### src/rtl/restoring_divider_16bit.sv
// restoring_divider_16bit
//   Sequential unsigned divider built on restoring shift-and-subtract.
//   It produces one quotient bit per clock, so WIDTH iterations make one result.
//   A start/done handshake controls it. Results stay stable until the next
//   operation completes.
//
// Ports
//   in_clk           clock, rising edge
//   in_rst_n         asynchronous active-low reset
//   in_start         operation request, accepted when not busy (IDLE or DONE)
//   in_dividend      unsigned dividend, sampled with an accepted start
//   in_divisor       unsigned divisor, sampled with an accepted start
//   out_busy         high while iterations are running
//   out_done         one-cycle pulse, results valid from this cycle
//   out_quotient     registered quotient
//   out_remainder    registered remainder
//   out_div_by_zero  set when the last completed operation had divisor 0
//
// state | meaning
// ------+--------------------------------------------------------------
// IDLE  | waiting for in_start
// RUN   | one shift-and-subtract iteration per clock, WIDTH iterations
// DONE  | single cycle with out_done=1; a new start is accepted here too

module restoring_divider_16bit #(
  parameter int WIDTH = 16
) (
  input  logic             in_clk,
  input  logic             in_rst_n,
  input  logic             in_start,
  input  logic [WIDTH-1:0] in_dividend,
  input  logic [WIDTH-1:0] in_divisor,
  output logic             out_busy,
  output logic             out_done,
  output logic [WIDTH-1:0] out_quotient,
  output logic [WIDTH-1:0] out_remainder,
  output logic             out_div_by_zero
);

  localparam int CW = (WIDTH > 2) ? $clog2(WIDTH) : 1;
  localparam logic [CW-1:0] LAST_ITER = CW'(WIDTH - 1);

  typedef enum logic [1:0] {
    IDLE = 2'd0,
    RUN  = 2'd1,
    DONE = 2'd2
  } state_t;

  state_t           state;
  logic [WIDTH:0]   rem_q;
  logic [WIDTH-1:0] quo_q;
  logic [WIDTH-1:0] divisor_q;
  logic [CW-1:0]    iter_cnt;

  logic [WIDTH:0]   rem_shift;
  logic [WIDTH:0]   trial;
  logic [WIDTH:0]   rem_next;
  logic [WIDTH-1:0] quo_next;

  // The working remainder always stays below the divisor. Its top bit is
  // therefore zero before the shift, and shifting at WIDTH+1 bits loses nothing.
  // A set MSB in the trial means the subtraction borrowed. In that case the
  // shifted remainder is restored.
  always_comb begin
    rem_shift = (rem_q << 1) | {{WIDTH{1'b0}}, quo_q[WIDTH-1]};
    trial     = rem_shift - {1'b0, divisor_q};
    if (!trial[WIDTH]) begin
      rem_next = trial;
      quo_next = {quo_q[WIDTH-2:0], 1'b1};
    end else begin
      rem_next = rem_shift;
      quo_next = {quo_q[WIDTH-2:0], 1'b0};
    end
  end

  always_ff @(posedge in_clk or negedge in_rst_n) begin
    if (!in_rst_n) begin
      state           <= IDLE;
      rem_q           <= '0;
      quo_q           <= '0;
      divisor_q       <= '0;
      iter_cnt        <= '0;
      out_busy        <= 1'b0;
      out_done        <= 1'b0;
      out_quotient    <= '0;
      out_remainder   <= '0;
      out_div_by_zero <= 1'b0;
    end else begin
      out_done <= 1'b0;
      case (state)
        IDLE, DONE: begin
          if (in_start) begin
            divisor_q <= in_divisor;
            if (in_divisor != '0) begin
              rem_q    <= '0;
              quo_q    <= in_dividend;
              iter_cnt <= '0;
              out_busy <= 1'b1;
              state    <= RUN;
            end else begin
              // Divide by zero completes at once. The dividend is returned as
              // the remainder, with an all-ones quotient.
              out_quotient    <= '1;
              out_remainder   <= in_dividend;
              out_div_by_zero <= 1'b1;
              out_done        <= 1'b1;
              state           <= DONE;
            end
          end else begin
            state <= IDLE;
          end
        end
        RUN: begin
          rem_q    <= rem_next;
          quo_q    <= quo_next;
          iter_cnt <= iter_cnt + 1'b1;
          if (iter_cnt == LAST_ITER) begin
            out_quotient    <= quo_next;
            out_remainder   <= rem_next[WIDTH-1:0];
            out_div_by_zero <= 1'b0;
            out_done        <= 1'b1;
            out_busy        <= 1'b0;
            state           <= DONE;
          end
        end
        default: begin
          out_busy <= 1'b0;
          state    <= IDLE;
        end
      endcase
    end
  end

endmodule

### config.mk
export PLATFORM = sky130hd
export DESIGN_NAME = restoring_divider_16bit
export DESIGN_NICKNAME = d
export VERILOG_FILES = /design/src/rtl/restoring_divider_16bit.sv
export SDC_FILE = /design/constraint.sdc
export NUM_CORES = 1
export LEC_CHECK = 0
export BUFFER_PORTS_ARGS = -buffer_cell sky130_fd_sc_hd__buf_2
export CAP_MARGIN = 20
export CORE_MARGIN = 1
export CORE_UTILIZATION = 59
export CTS_BUF_LIST = sky130_fd_sc_hd__clkbuf_8
export DETAILED_ROUTE_END_ITERATION = 16
export PLACE_DENSITY = 0.82
export SYNTH_ARGS = -nofsm -noshare
export SYNTH_HDL_FRONTEND = slang
export SYNTH_SLANG_ARGS = --single-unit
### constraint.sdc
create_clock -name in_clk -period 3.6 [get_ports in_clk]
set_input_delay 0.72 -clock in_clk [delete_from_list [all_inputs] [get_ports in_clk]]
set_output_delay 0.72 -clock in_clk [all_outputs]
set_load 0.005 [all_outputs]
# Word-level counts from Yosys, hierarchy flattened
# Cells that the tools add are included.
totals:
  inputBits: 35
  output_inout_bits: 35
  register_bits: 89
  wordCells: 62
op_classes:
  addsub: 2
  bitwise: 1
  mux: 34
  n_reduce_logical: 8
  eq_ne: 7
ops:
  columns: ["operator", "n"]
  rows:
  - ["16-bit 2-to-1 mux", 11]
  - ["16-bit case mux with 2 select lines", 4]
  - ["17-bit by 1-bit bitwise OR with 17-bit output", 1]
  - ["17-bit by 16-bit subtractor with 17-bit output", 1]
  - ["16-bit nonzero test", 1]
  - ["1-bit 2-to-1 mux", 9]
  - ["4-bit 2-to-1 mux", 2]
  - ["2-bit != test, second input constant", 4]
  - ["4-bit case mux with 2 select lines", 1]
  - ["2-bit 2-to-1 mux", 3]
  - ["1-bit case mux with 2 select lines", 3]
  - ["3-bit AND reduction", 2]
  - ["4-bit by 1-bit adder with 4-bit output, second input constant", 1]
  - ["4-bit == test, second input constant", 1]
  - ["2-bit case mux with 2 select lines", 1]
  - ["4-bit AND reduction", 1]
  - ["2-bit by 1-bit == test with 1-bit output, second input constant", 1]
  - ["2-bit == test, second input constant", 1]
  - ["2-bit logical NOT", 1]
  - ["2-bit AND reduction", 1]
  - ["2-bit nonzero test", 1]
  - ["2-bit OR reduction", 1]

# Logic depth before layout (Yosys ltp)
# Gate-level depths: netlist of run 1.
logic_depth:
  depth_word: 5
  ltp_mapped: 12
  mapped_depth_nobuf: 11

# Least setup slack after synthesis of run 1
# Ideal clock, no wire load.
synth_timing:
  path_kind: "flip-flop to flip-flop"
  from: "reg quo_q[15]"
  to: "reg out_remainder[0]"
  slack_ns: 0.714
  path_stages_with_launch: 13
  path_buffers: 1
  t_arrival_ns: 2.751
  required_time_ns: 3.465
  cell_sequence: "dfrtp_1 > inv_1 > ha_1 > fa_1 > nand2b_1 > a21o_1 > a22o_1 > o41ai_4 > xnor2_2 > buf_2 > nor2_1 > a21oi_1 > o22ai_1"
synth_via:
  elab_chain_cells: 5
synth_rtl:
  columns: ["element", "line_no", "rtl"]
  rows:
  - ["start: declaration", "51", "logic [WIDTH-1:0] quo_q;"]
  - ["start signal: assignment", "96", "quo_q <= in_dividend;"]
  - ["start signal: assignment", "115", "quo_q <= quo_next;"]
  - ["17-bit by 1-bit bitwise OR with 17-bit output (*)", "65", "rem_shift = (rem_q << 1) | {{WIDTH{1'b0}}, quo_q[WIDTH-1]};"]
  - ["17-bit by 16-bit subtractor with 17-bit output", "66", "trial = rem_shift - {1'b0, divisor_q};"]
  - ["16-bit 2-to-1 mux (*)", "67", "if (!trial[WIDTH]) begin"]
  - ["16-bit 2-to-1 mux (*)", "117", "if (iter_cnt == LAST_ITER) begin"]
  - ["16-bit case mux with 2 select lines (*)", "90", "case (state)"]
  - ["end signal: assignment", "104", "out_remainder <= in_dividend;"]
  - ["end signal: assignment", "119", "out_remainder <= rem_next[WIDTH-1:0];"]
  - ["end: declaration", "36", "output logic [WIDTH-1:0] out_remainder,"]
# Every way passes the cells marked *; elsewhere a longest branch is shown, timed or not. The select of a mux whose other input is x is not followed.
# A chain may end at the register's enable or synchronous reset.

# Final worst setup path of run 1
layout_timing:
  from: "reg quo_q[15]"
  to: "reg out_remainder[12]"
layout_via:
  elab_chain_cells: 5
layout_rtl:
  columns: ["element", "line_no"]
  rows:
  - ["17-bit by 1-bit bitwise OR with 17-bit output", "65"]
  - ["17-bit by 16-bit subtractor with 17-bit output", "66"]
  - ["16-bit 2-to-1 mux", "67"]
  - ["16-bit 2-to-1 mux", "117"]
  - ["16-bit case mux with 2 select lines", "90"]
# No other way between the ends. The select of a mux whose other input is x is not followed.

==> results of run 1 <==
==> kinds of logic after synthesis <==
logic type,synth area share (%)
AND/OR/NAND/NOR,12.7
AO/OA/AOI/OAI,19.9
multiplexers,5.55
adder cells (fa/ha/maj),5.16
XOR/XNOR,3.05
flip-flops,49.4
buffers and inverters,4.24
==> area by class of cell <==
type / count / area [um^2] / share of cell area, %
Inverter: 20 / 75.1 / 1.45
Sequential cell: 89 / 2230 / 43.2
Timing Repair Buffer: 77 / 428 / 8.29
Tap cell: 99 / 124 / 2.40
Clock buffer: 10 / 138 / 2.67
Clock inverter: 4 / 77.6 / 1.50
Multi-Input combinational cell: 324 / 2090 / 40.5
==> power groups by stage <==
stage | clock network, uW | logic (uW) | registers (uW)
final | 757 | 3300 | 1860
after global placement | 0 | 3090 | 1840
after detailed placement | 0 | 3240 | 1860
after CTS | 760 | 3290 | 1850
after global routing | 803 | 3650 | 1910
after floorplan | 0 | 2450 | 1790
==> state kept, by name, indices dropped and copies added, names as in the netlist <==
register         flops
divisor_q           16
out_quotient        16
out_remainder       16
quo_q               16
rem_q               16
iter_cnt             4
state                2
out_busy             1
out_div_by_zero      1
out_done             1
==> worst register-to-register path, cell delays in order, from the launching register on <==
cell and delay, ps:
dfrtp_1 380, inv_1 60, ha_1 220, fa_1 380, nand2b_1 200, a21o_1 200, a22o_1 240, o41ai_4 530
xnor2_2 360, and3_1 300, a31oi_1 190, a31oi_1 110
==> worst max path at each step <==
stage / end / depth (start not counted)
4_1_cts: out_remainder[12] / 11
3_5_place_dp: out_remainder[6] / 11
5_1_grt: out_remainder[2] / 9
2_1_floorplan: out_remainder[0] / 12
6_report: out_remainder[12] / 11
3_3_place_gp: out_remainder[12] / 11
==> placed cells by master (no fill, tap or decap), types with 4 or more instances in the layout <==
| master | instances |
|---|---|
| o22ai_1 | 5 |
| xnor2_1 | 4 |
| buf_2 | 68 |
| o21ai_0 | 29 |
| dfrtp_1 | 89 |
| clkbuf_8 | 10 |
| a21o_1 | 13 |
| nor4_1 | 5 |
| o22a_1 | 18 |
| a31oi_1 | 11 |
| ha_1 | 17 |
| nor3_1 | 4 |
| a21oi_1 | 40 |
| inv_1 | 19 |
| nand2_1 | 68 |
| nor2_1 | 27 |
| xor2_1 | 8 |
| nand2b_1 | 11 |
| buf_4 | 8 |
| mux2_2 | 16 |
| mux2i_1 | 7 |
==> per-stage QoR <==
stage	total power, uW	cell area (um^2)	hold slack [ps]
final	5920	5160	204
after global routing	6360	5160	213
after CTS	5900	5130	493
after detailed placement	5100	4920	472
after global placement	4930	4920	467
after floorplan	4230	4510	424
==> layer usage <==
layer	vias to the layer above	track usage (%)
li1	1738	-
met1	1834	37.9
met2	146	46.0
met3	26	3.69
met4	0	11.1
met5	-	0
==> results by group, run 1 <==
Outcome
  • Status: finished, final reports clean

Detailed routing
  • Vias/cell: 6.01
  • WL met3: 608 um
  • Met2 wire length: 5.26 mm
  • Top layer in use: met4
  • Final wirelength: 10.6 mm
  • WL per Instance: 17.0 um
  • Final ANT Viol Nets: 0
  • Detailed-route DRC error count: 0
  • M1 WL: 4.49 mm
  • DR iter-0 viols: 265
  • Drt first pass iters: 5
  • Vias: 3744

Logic synthesis
  • Post-synth top cells: dfrtp_1, nand2_1, a21oi_1
  • Most common cell in the netlist: dfrtp_1
  • Yosys reg bits: 89
  • Top post-synthesis cells by area: dfrtp_1, nand2_1, ha_1
  • Yosys top cell by area: dfrtp_1
  • Share of the synthesized area in the top cell type: 49.4%
  • Synth Instances: 457
  • Distinct cell type count after synthesis: 49
  • Post-synthesis sequential area ratio: 49.4%
  • Mapped Area: 0.00451 mm^2
  • Syn Area/Cell: 9.87 um^2
  • Ys flop type: dfrtp_1
  • Number of synthesized flops with an enable pin: 0
  • Syn nets: 510
  • Synth warn: 0
  • Async S/R FF share, synth: 100%

STA
  • Unrepaired setup endpoints after global routing: false
  • Setup TNS Final: 0 ps
  • Worst-Margin Slew: 958 ps
  • Min cycle time layout: 3270 ps
  • Fmax: 306 MHz
  • Clock skew: 9.82 ps
  • Final Cycle Share: 90.8%
  • Final hold vios: 0
  • Worst setup margin: 330 ps
  • # setup viols final: 0
  • Slew Limit Fails: 0
  • Max_slew headroom: 36.0%

GRT
  • Vias in the first global route: 3586
  • Total Routing Usage GR: 28.0%
  • GRT overflow: 0
  • Largest net degree at the start of global routing: 90
  • Initial antenna violation count: 0
  • First-pass GRT wire length: 16.8 mm

Place
  • Placed Instances: 608
  • Final GP Congestion: 0.881
  • Detailed Place HPWL: 7.55 mm
  • Quantity of I/O buffers inserted on ports: 69
  • Dpl ws: 400 ps

CTS
  • Clock transition at the registers of the reported paths: 90 ps
  • CTS tree: yes
  • Setup bufs post-CTS: 0
  • Hold_buf cts: 0
  • H-tree levels: 3
  • TritonCTS Sinks: 89
  • Worst skew pair latency: 350 ps
  • CTS root buf: clkbuf_8
  • Worst-case clock buffer depth: 2
  • TritonCTS buffer count: 9
  • Post-CTS resize count: 0

Cells and area
  • P&R area growth vs syn: 14.4%
  • # fillers: 569
  • Diode count: 0
  • Final Util: 70.4%
  • Layout cell share with drive strength beyond 1: 22.1%
  • Fin cells: 623
  • Final nets: 574

Power
  • Pleak: 0.00250 uW
  • Clock network fraction of total power: 12.8%
  • Switching portion of total power: 44.3%
  • PwrDens: 1150 mW/mm^2
  • NetSw: 2620 uW
  • Comb pwr share: 55.8%
  • Peak VDD IR: 557 uV
  • Reg power frac: 31.4%
  • Internal power: 3300 uW

Critical path
  • Cells on worst reg2reg path: 11
  • Most frequent CP cell: a31oi_1
  • CP delay by family, top: compound AO/OA/AOI/OAI gates
  • CP Max Fanout: 19
  • CP Buf/Inv Count: 1
  • Crit-path cells: inv_1, ha_1, fa_1, nand2b_1, a21o_1, a22o_1, o41ai_4, xnor2_2, and3_1, a31oi_1, a31oi_1
  • CP arrival: 3500 ps
  • Critical Path Source Type: register
  • Crit path max-delay cell type: o41ai_4
  • Setup crit end kind: register
  • Critical Setup Path Class: register to register
  • Max stage delay on crit path: 530 ps
  • Req. time, crit path: 3830 ps
  • Flop-to-flop setup slack: 330 ps
  • Worst R2R End: out_remainder[12]
  • Worst r2r src: quo_q[15]
  • Launch point of the worst path: quo_q[15]

Die
  • Core area: 0.00733 mm^2
  • Num rows: 31
  • Die ar.: 0.00800 mm^2
  • # IOs: 70
  • Initial core utilization: 61.5%
  • Die W: 89.4 um
  • DIE HEIGHT: 89.4 um

Flow run
  • Max cap viols: 0

Worst hold path
  • Hold crit path type: primary input to asynchronous set/reset pin
Note: power is estimated with default switching activity, not from simulation.
==> run 2: changes to the inputs <==
CORE_MARGIN = 2   (was 1)
SETUP_SLACK_MARGIN = 0.5   (was unset)
==> run 2 against run 1 <==
  * Sequential power hardly changed
  * Wire length is 1.4% higher
  * Cell area is 1.6% higher
  * Fmax is 11% higher
==> results by group, run 2 (synthesis results as in run 1) <==
Outcome
  • Status: finished, final reports clean

Critical path
  • Critical Setup Path Class: register to register
  • Cells on worst reg2reg path: 12 (+1)
  • Setup crit end kind: register
  • CP arrival: 3210 ps (-290 ps)
  • CP Max Fanout: 8 (-11)
  • Req. time, crit path: 3850 ps (+20 ps)
  • Worst R2R End: out_remainder[5]
  • Worst r2r src: quo_q[15]
  • Flop-to-flop setup slack: 640 ps (+310 ps)
  • Critical Path Source Type: register

GRT
  • Initial antenna violation count: 0 (unchanged)
  • Largest net degree at the start of global routing: 90 (unchanged)
  • Vias in the first global route: 3538 (-1.3%)
  • First-pass GRT wire length: 17.4 mm (+3.2%)
  • Total Routing Usage GR: 26.4% (-1.6 points)
  • GRT overflow: 0 (unchanged)

Place
  • Dpl ws: 386 ps (-13.1 ps)
  • Detailed Place HPWL: 7.45 mm (-1.3%)
  • Final GP Congestion: 0.889 (+0.95%)
  • Quantity of I/O buffers inserted on ports: 69 (unchanged)
  • Placed Instances: 608 (unchanged)

Detailed routing
  • Vias: 3705 (-1.0%)
  • Detailed-route DRC error count: 0 (unchanged)
  • WL per Instance: 17.1 um (+0.32%)
  • Final ANT Viol Nets: 0 (unchanged)
  • Vias/cell: 5.88 (-2.1%)
  • DR iter-0 viols: 302 (+14%)
  • Final wirelength: 10.7 mm (+1.4%)
  • Drt first pass iters: 5 (unchanged)

Die
  • Num rows: 31 (unchanged)
  • Die ar.: 0.00836 mm^2 (+4.5%)
  • DIE HEIGHT: 91.4 um (+2.2%)
  • Die W: 91.4 um (+2.2%)
  • # IOs: 70 (unchanged)
  • Core area: 0.00733 mm^2 (unchanged)
  • Initial core utilization: 61.5% (unchanged)

CTS
  • Clock transition at the registers of the reported paths: 100 ps (about the same)
  • CTS root buf: clkbuf_8
  • Worst skew pair latency: 370 ps (+20 ps)
  • H-tree levels: 3 (unchanged)
  • Worst-case clock buffer depth: 2 (unchanged)
  • TritonCTS buffer count: 9 (unchanged)
  • TritonCTS Sinks: 89 (unchanged)
  • CTS tree: yes
  • Hold_buf cts: 0 (unchanged)

STA
  • Min cycle time layout: 2960 ps (-315 ps)
  • Worst-Margin Slew: 900 ps (-57.8 ps)
  • Max_slew headroom: 39.9% (+3.9 points)
  • Unrepaired setup endpoints after global routing: false
  • # setup viols final: 0 (unchanged)
  • Clock skew: 13.3 ps (+3.48 ps)
  • Worst setup margin: 644 ps (+315 ps)
  • Slew Limit Fails: 0 (unchanged)
  • Final hold vios: 0 (unchanged)
  • Fmax: 338 MHz (+11%)
  • Setup TNS Final: 0 ps (unchanged)
  • Final Cycle Share: 82.1% (-8.7 points)

Cells and area
  • Commonest non-fill, non-tap cell in the layout: dfrtp_1
  • Diode count: 0 (unchanged)
  • Fin cells: 630 (+1.1%)
  • # fillers: 520 (-8.6%)
  • Final nets: 579 (+0.87%)
  • P&R area growth vs syn: 16.3%
  • Layout cell share with drive strength beyond 1: 24.1% (+2.0 points)
  • Most frequent cells in the layout: dfrtp_1, nand2_1, buf_2

Power
  • Pleak: 0.00253 uW (+1.4%)
  • PwrDens: 1170 mW/mm^2 (+1.8%)
  • Peak VDD IR: 521 uV (-6.4%)

Flow run
  • Max cap viols: 0 (unchanged)

Worst hold path
  • Hold crit path type: primary input to asynchronous set/reset pin
[run 2: stage by stage]
stage	utilization, %	power (uW)	area, um^2	hold WS [ps]
3_5_place_dp	67.1	5060	4920	472
4_1_cts	70.4	5890	5160	494
5_1_grt	71.5	6610	5240	183
2_1_floorplan	-	4230	4510	424
3_3_place_gp	67.1	4920	4920	467
6_report	71.5	6120	5240	186
[run 2: critical path: stages, from the launching register on]
cell	delay (ps)
dfrtp_1	380
inv_1	50
ha_1	210
fa_1	380
nand2b_4	170
a21o_1	200
a22o_1	250
o41ai_4	240
buf_6	180
xor2_4	300
nor2_2	120
a22oi_1	250
a31oi_1	110
[run 2: worst max-delay path by stage]
| stage | depth (start not counted) | startpoint | end | slack [ps] |
|---|---|---|---|---|
| after CTS | 10 | rem_q[13] | out_remainder[9] | 580 |
| after detailed placement | 11 | quo_q[15] | out_remainder[6] | 390 |
| after global routing | 12 | quo_q[15] | out_remainder[14] | 490 |
| after floorplan | 12 | quo_q[15] | out_remainder[0] | 710 |
| after global placement | 9 | rem_q[13] | out_remainder[9] | 520 |
| final | 12 | quo_q[15] | out_remainder[5] | 640 |
[run 2: power by group]
part | internal (uW) | switching [uW] | total [uW]
clock network | 335 | 400 | 735
registers | 1500 | 369 | 1870
logic | 1550 | 1970 | 3520
total | 3380 | 2740 | 6120
[run 2: per-layer routing]
metal	track usage, %	part of all wire [%]
met5	0	0
met4	10.5	2.7
met3	4.81	5.9
met2	41.4	49
met1	36.6	42
[run 2: timing repair]
item                                    CTS  global route
setup buffers                             2             3
pin swaps                                 1             2
endpoints found under the setup margin   21            31
gates cloned                              0             0
gates resized for setup                   2             6
[run 2: layout make-up]
cell class	count	area, um^2	area share (%)
Clock buffer	9	124	2.36
Clock inverter	7	81.3	1.55
Inverter	20	75.1	1.43
Tap cell	99	124	2.36
Sequential cell	89	2230	42.5
Multi-Input combinational cell	324	2140	40.9
Timing Repair Buffer	82	469	8.95
==> run 3: changes to the inputs <==
ABC_AREA = 1   (was unset)
CORE_UTILIZATION = 60   (was 59)
clock period = 2.9 ns   (was 3.6 ns; I/O delays follow)
==> run 3 against run 2 <==
  * Non-clock buffer count down 4
  * Synthesized area up 19%
  * Clock power up 27%
  * Sequential share of layout area down 5.8 points
  * Critical path type unchanged
  * Largest cell class is now multi-input gates
  * Largest power group unchanged
  * Highest routed layer unchanged
==> results by group, run 3 <==
Critical path
  • Critical Setup Path Class: register to register
  • Launch point of the worst path: rem_q[9]
  • Setup crit end: out_remainder[4]
  • Cells on worst reg2reg path: 12 (unchanged)
  • Worst r2r src: rem_q[9]
  • Setup crit end kind: register
  • Req. time, crit path: 3210 ps (-640 ps)
  • Worst R2R End: out_remainder[4]
  • Flop-to-flop setup slack: 560 ps (-80 ps)
  • CP arrival: 2650 ps (-560 ps)
  • Critical Path Source Type: register
  • CP Max Fanout: 8 (unchanged)

STA
  • Worst-Margin Slew: 595 ps (-305 ps)
  • Final hold vios: 0 (unchanged)
  • Fmax: 427 MHz (+26%)
  • Worst setup margin: 560 ps (-84.2 ps)
  • Max_slew headroom: 60.2% (+20 points)
  • Unrepaired setup endpoints after global routing: true
  • Clock skew: 18.6 ps (+5.32 ps)
  • # setup viols final: 0 (unchanged)
  • Setup TNS Final: 0 ps (unchanged)
  • Slew Limit Fails: 0 (unchanged)
  • Min cycle time layout: 2340 ps (-616 ps)
  • Final Cycle Share: 80.7% (-1.4 points)

Detailed routing
  • Final wirelength: 12.8 mm (+19%)
  • WL met3: 650 um (+3.2%)
  • Detailed-route DRC error count: 0 (unchanged)
  • M1 WL: 5.70 mm (+26%)
  • WL per Instance: 14.2 um (-17%)
  • Drt first pass iters: 5 (unchanged)
  • Met2 wire length: 6.03 mm (+14%)
  • Vias/cell: 5.35 (-9.0%)
  • Vias: 4801 (+30%)
  • Top layer in use: met4
  • DR iter-0 viols: 338 (+12%)
  • Final ANT Viol Nets: 0 (unchanged)

Power
  • PwrDens: 1320 mW/mm^2 (+13%)
  • Post-layout power: 7990 uW (+31%)
  • Pleak: 0.00335 uW (+32%)
  • Peak VDD IR: 828 uV (+59%)

Place
  • Quantity of I/O buffers inserted on ports: 69 (unchanged)
  • Final GP Congestion: 0.910 (+2.4%)
  • Detailed Place HPWL: 9.34 mm (+25%)
  • Dpl ws: 464 ps (+77.1 ps)

Cells and area
  • P&R area growth vs syn: 13.7%
  • Commonest non-fill, non-tap cell in the layout: nand2_1
  • Layout cell share with drive strength beyond 1: 21.3% (-2.8 points)
  • Most frequent cells in the layout: nand2_1, inv_1, dfrtp_1
  • Final nets: 837 (+45%)
  • Final Util: 70.0% (-1.5 points)
  • Diode count: 0 (unchanged)
  • # fillers: 740 (+42%)

Flow run
  • Max cap viols: 0 (unchanged)

Die
  • Num rows: 34 (+9.7%)
  • Initial core utilization: 61.6% (+0.094 points)
  • Core area: 0.00868 mm^2 (+18%)
  • Die W: 98.4 um (+7.6%)
  • Die ar.: 0.00968 mm^2 (+16%)
  • # IOs: 70 (unchanged)
  • DIE HEIGHT: 98.4 um (+7.6%)

CTS
  • CTS root buf: clkbuf_8
  • Worst-case clock buffer depth: 2 (unchanged)
  • Hold_buf cts: 0 (unchanged)
  • TritonCTS buffer count: 9 (unchanged)
  • Clock transition at the registers of the reported paths: 110 ps (about the same)
  • H-tree levels: 3 (unchanged)
  • TritonCTS Sinks: 89 (unchanged)
  • CTS tree: yes
  • Worst skew pair latency: 380 ps (about the same)

Logic synthesis
  • Yosys reg bits: 89 (unchanged)
  • Synth Instances: 716 (+57%)
  • Ys flop type: dfrtp_1
  • Post-synth top cells: nand2_1, inv_1, dfrtp_1
  • Post-synthesis sequential area ratio: 41.7% (-7.7 points)
  • Synth warn: 0 (unchanged)
  • Yosys top cell by area: dfrtp_1
  • Syn nets: 769 (+51%)
  • Distinct cell type count after synthesis: 35 (-29%)
  • Mapped Area: 0.00535 mm^2 (+19%)
  • Number of synthesized flops with an enable pin: 0 (unchanged)
  • Share of the synthesized area in the top cell type: 41.7% (-7.7 points)
  • Async S/R FF share, synth: 100% (unchanged)
  • Syn Area/Cell: 7.47 um^2 (-24%)
  • Top post-synthesis cells by area: dfrtp_1, nand2_1, inv_1
  • Most common cell in the netlist: nand2_1

GRT
  • Vias in the first global route: 4543 (+28%)
  • GRT overflow: 0 (unchanged)
  • Largest net degree at the start of global routing: 90 (unchanged)
  • Total Routing Usage GR: 26.8% (+0.39 points)
  • Initial antenna violation count: 0 (unchanged)
  • First-pass GRT wire length: 20.9 mm (+20%)

Outcome
  • Status: finished, final reports clean

Worst hold path
  • Hold crit path type: primary input to asynchronous set/reset pin
[run 3: cell count changes after synthesis, sizes merged, moves of 14 or more]
cell and delta:
a21o -14, a21oi -17, inv +119, mux2 -16, nand2 +112, nand3 +94, nor2 +26, o21ai +19
o22a -18, or2 +16
[run 3: worst min path at each step]
stage	from	end	slack, ps	cells past startpoint
floorplan	in_rst_n	divisor_q[0]	280	0
global placement	divisor_q[11]	divisor_q[11]	470	2
detailed placement	divisor_q[12]	divisor_q[12]	480	2
CTS	in_rst_n	out_done	250	2
global route	in_rst_n	out_done	260	2
finish	in_rst_n	out_div_by_zero	210	2
[run 3: per-layer routing]
metal / track usage (%) / vias to the layer above
met5: 0 / -
met4: 11.2 / 0
met3: 3.22 / 33
met2: 43.3 / 150
met1: 37.0 / 2246
li1: - / 2372
[run 3: timing repair]
action,CTS,global route
buffers inserted,0,4
resized for setup,0,10
endpoints found under the setup margin,0,34
[run 3: cells by family (layout without fill, tap and decap cells)]
logic type,Yosys count,in the layout,synth area share [%]
XOR/XNOR,8,8,1.31
AO/OA/AOI/OAI,77,77,7.51
adder cells (fa/ha/maj),18,18,4.35
flip-flops,89,89,41.7
buffers and inverters,162,233,12.1
AND/OR/NAND/NOR,362,364,33.0
[run 3: metrics by stage]
step / hold WS (ps) / instance area (um^2) / instances
after global placement: 471 / 5750 / 875
after floorplan: 284 / 5350 / 716
after global routing: 264 / 6080 / 897
after detailed placement: 478 / 5750 / 875
final: 208 / 6080 / 897
after CTS: 247 / 5980 / 891
[run 3: power by group]
group | switching [uW] | total (uW) | internal [uW]
logic | 3150 | 4880 | 1730
registers | 358 | 2170 | 1820
clock network | 513 | 937 | 423
total | 4030 | 7990 | 3970
[run 3: final cells by class]
type | instances | area [um^2] | area share (%)
Multi-Input combinational cell | 467 | 2540 | 41.8
Inverter | 139 | 522 | 8.58
Sequential cell | 89 | 2230 | 36.6
Timing Repair Buffer | 78 | 428 | 7.04
Clock buffer | 9 | 124 | 2.04
Clock inverter | 7 | 98.8 | 1.63
Tap cell | 108 | 135 | 2.22
[run 3: worst max-delay path, stage by stage (launching register included)]
cell	delay, ps
dfrtp_1	450
ha_1	390
nand2_1	130
inv_2	50
nand2_1	60
nand2_1	70
a21oi_2	300
nand3_2	250
nand2_4	220
nand3_1	130
nand3_1	150
nand2_1	60
inv_1	40
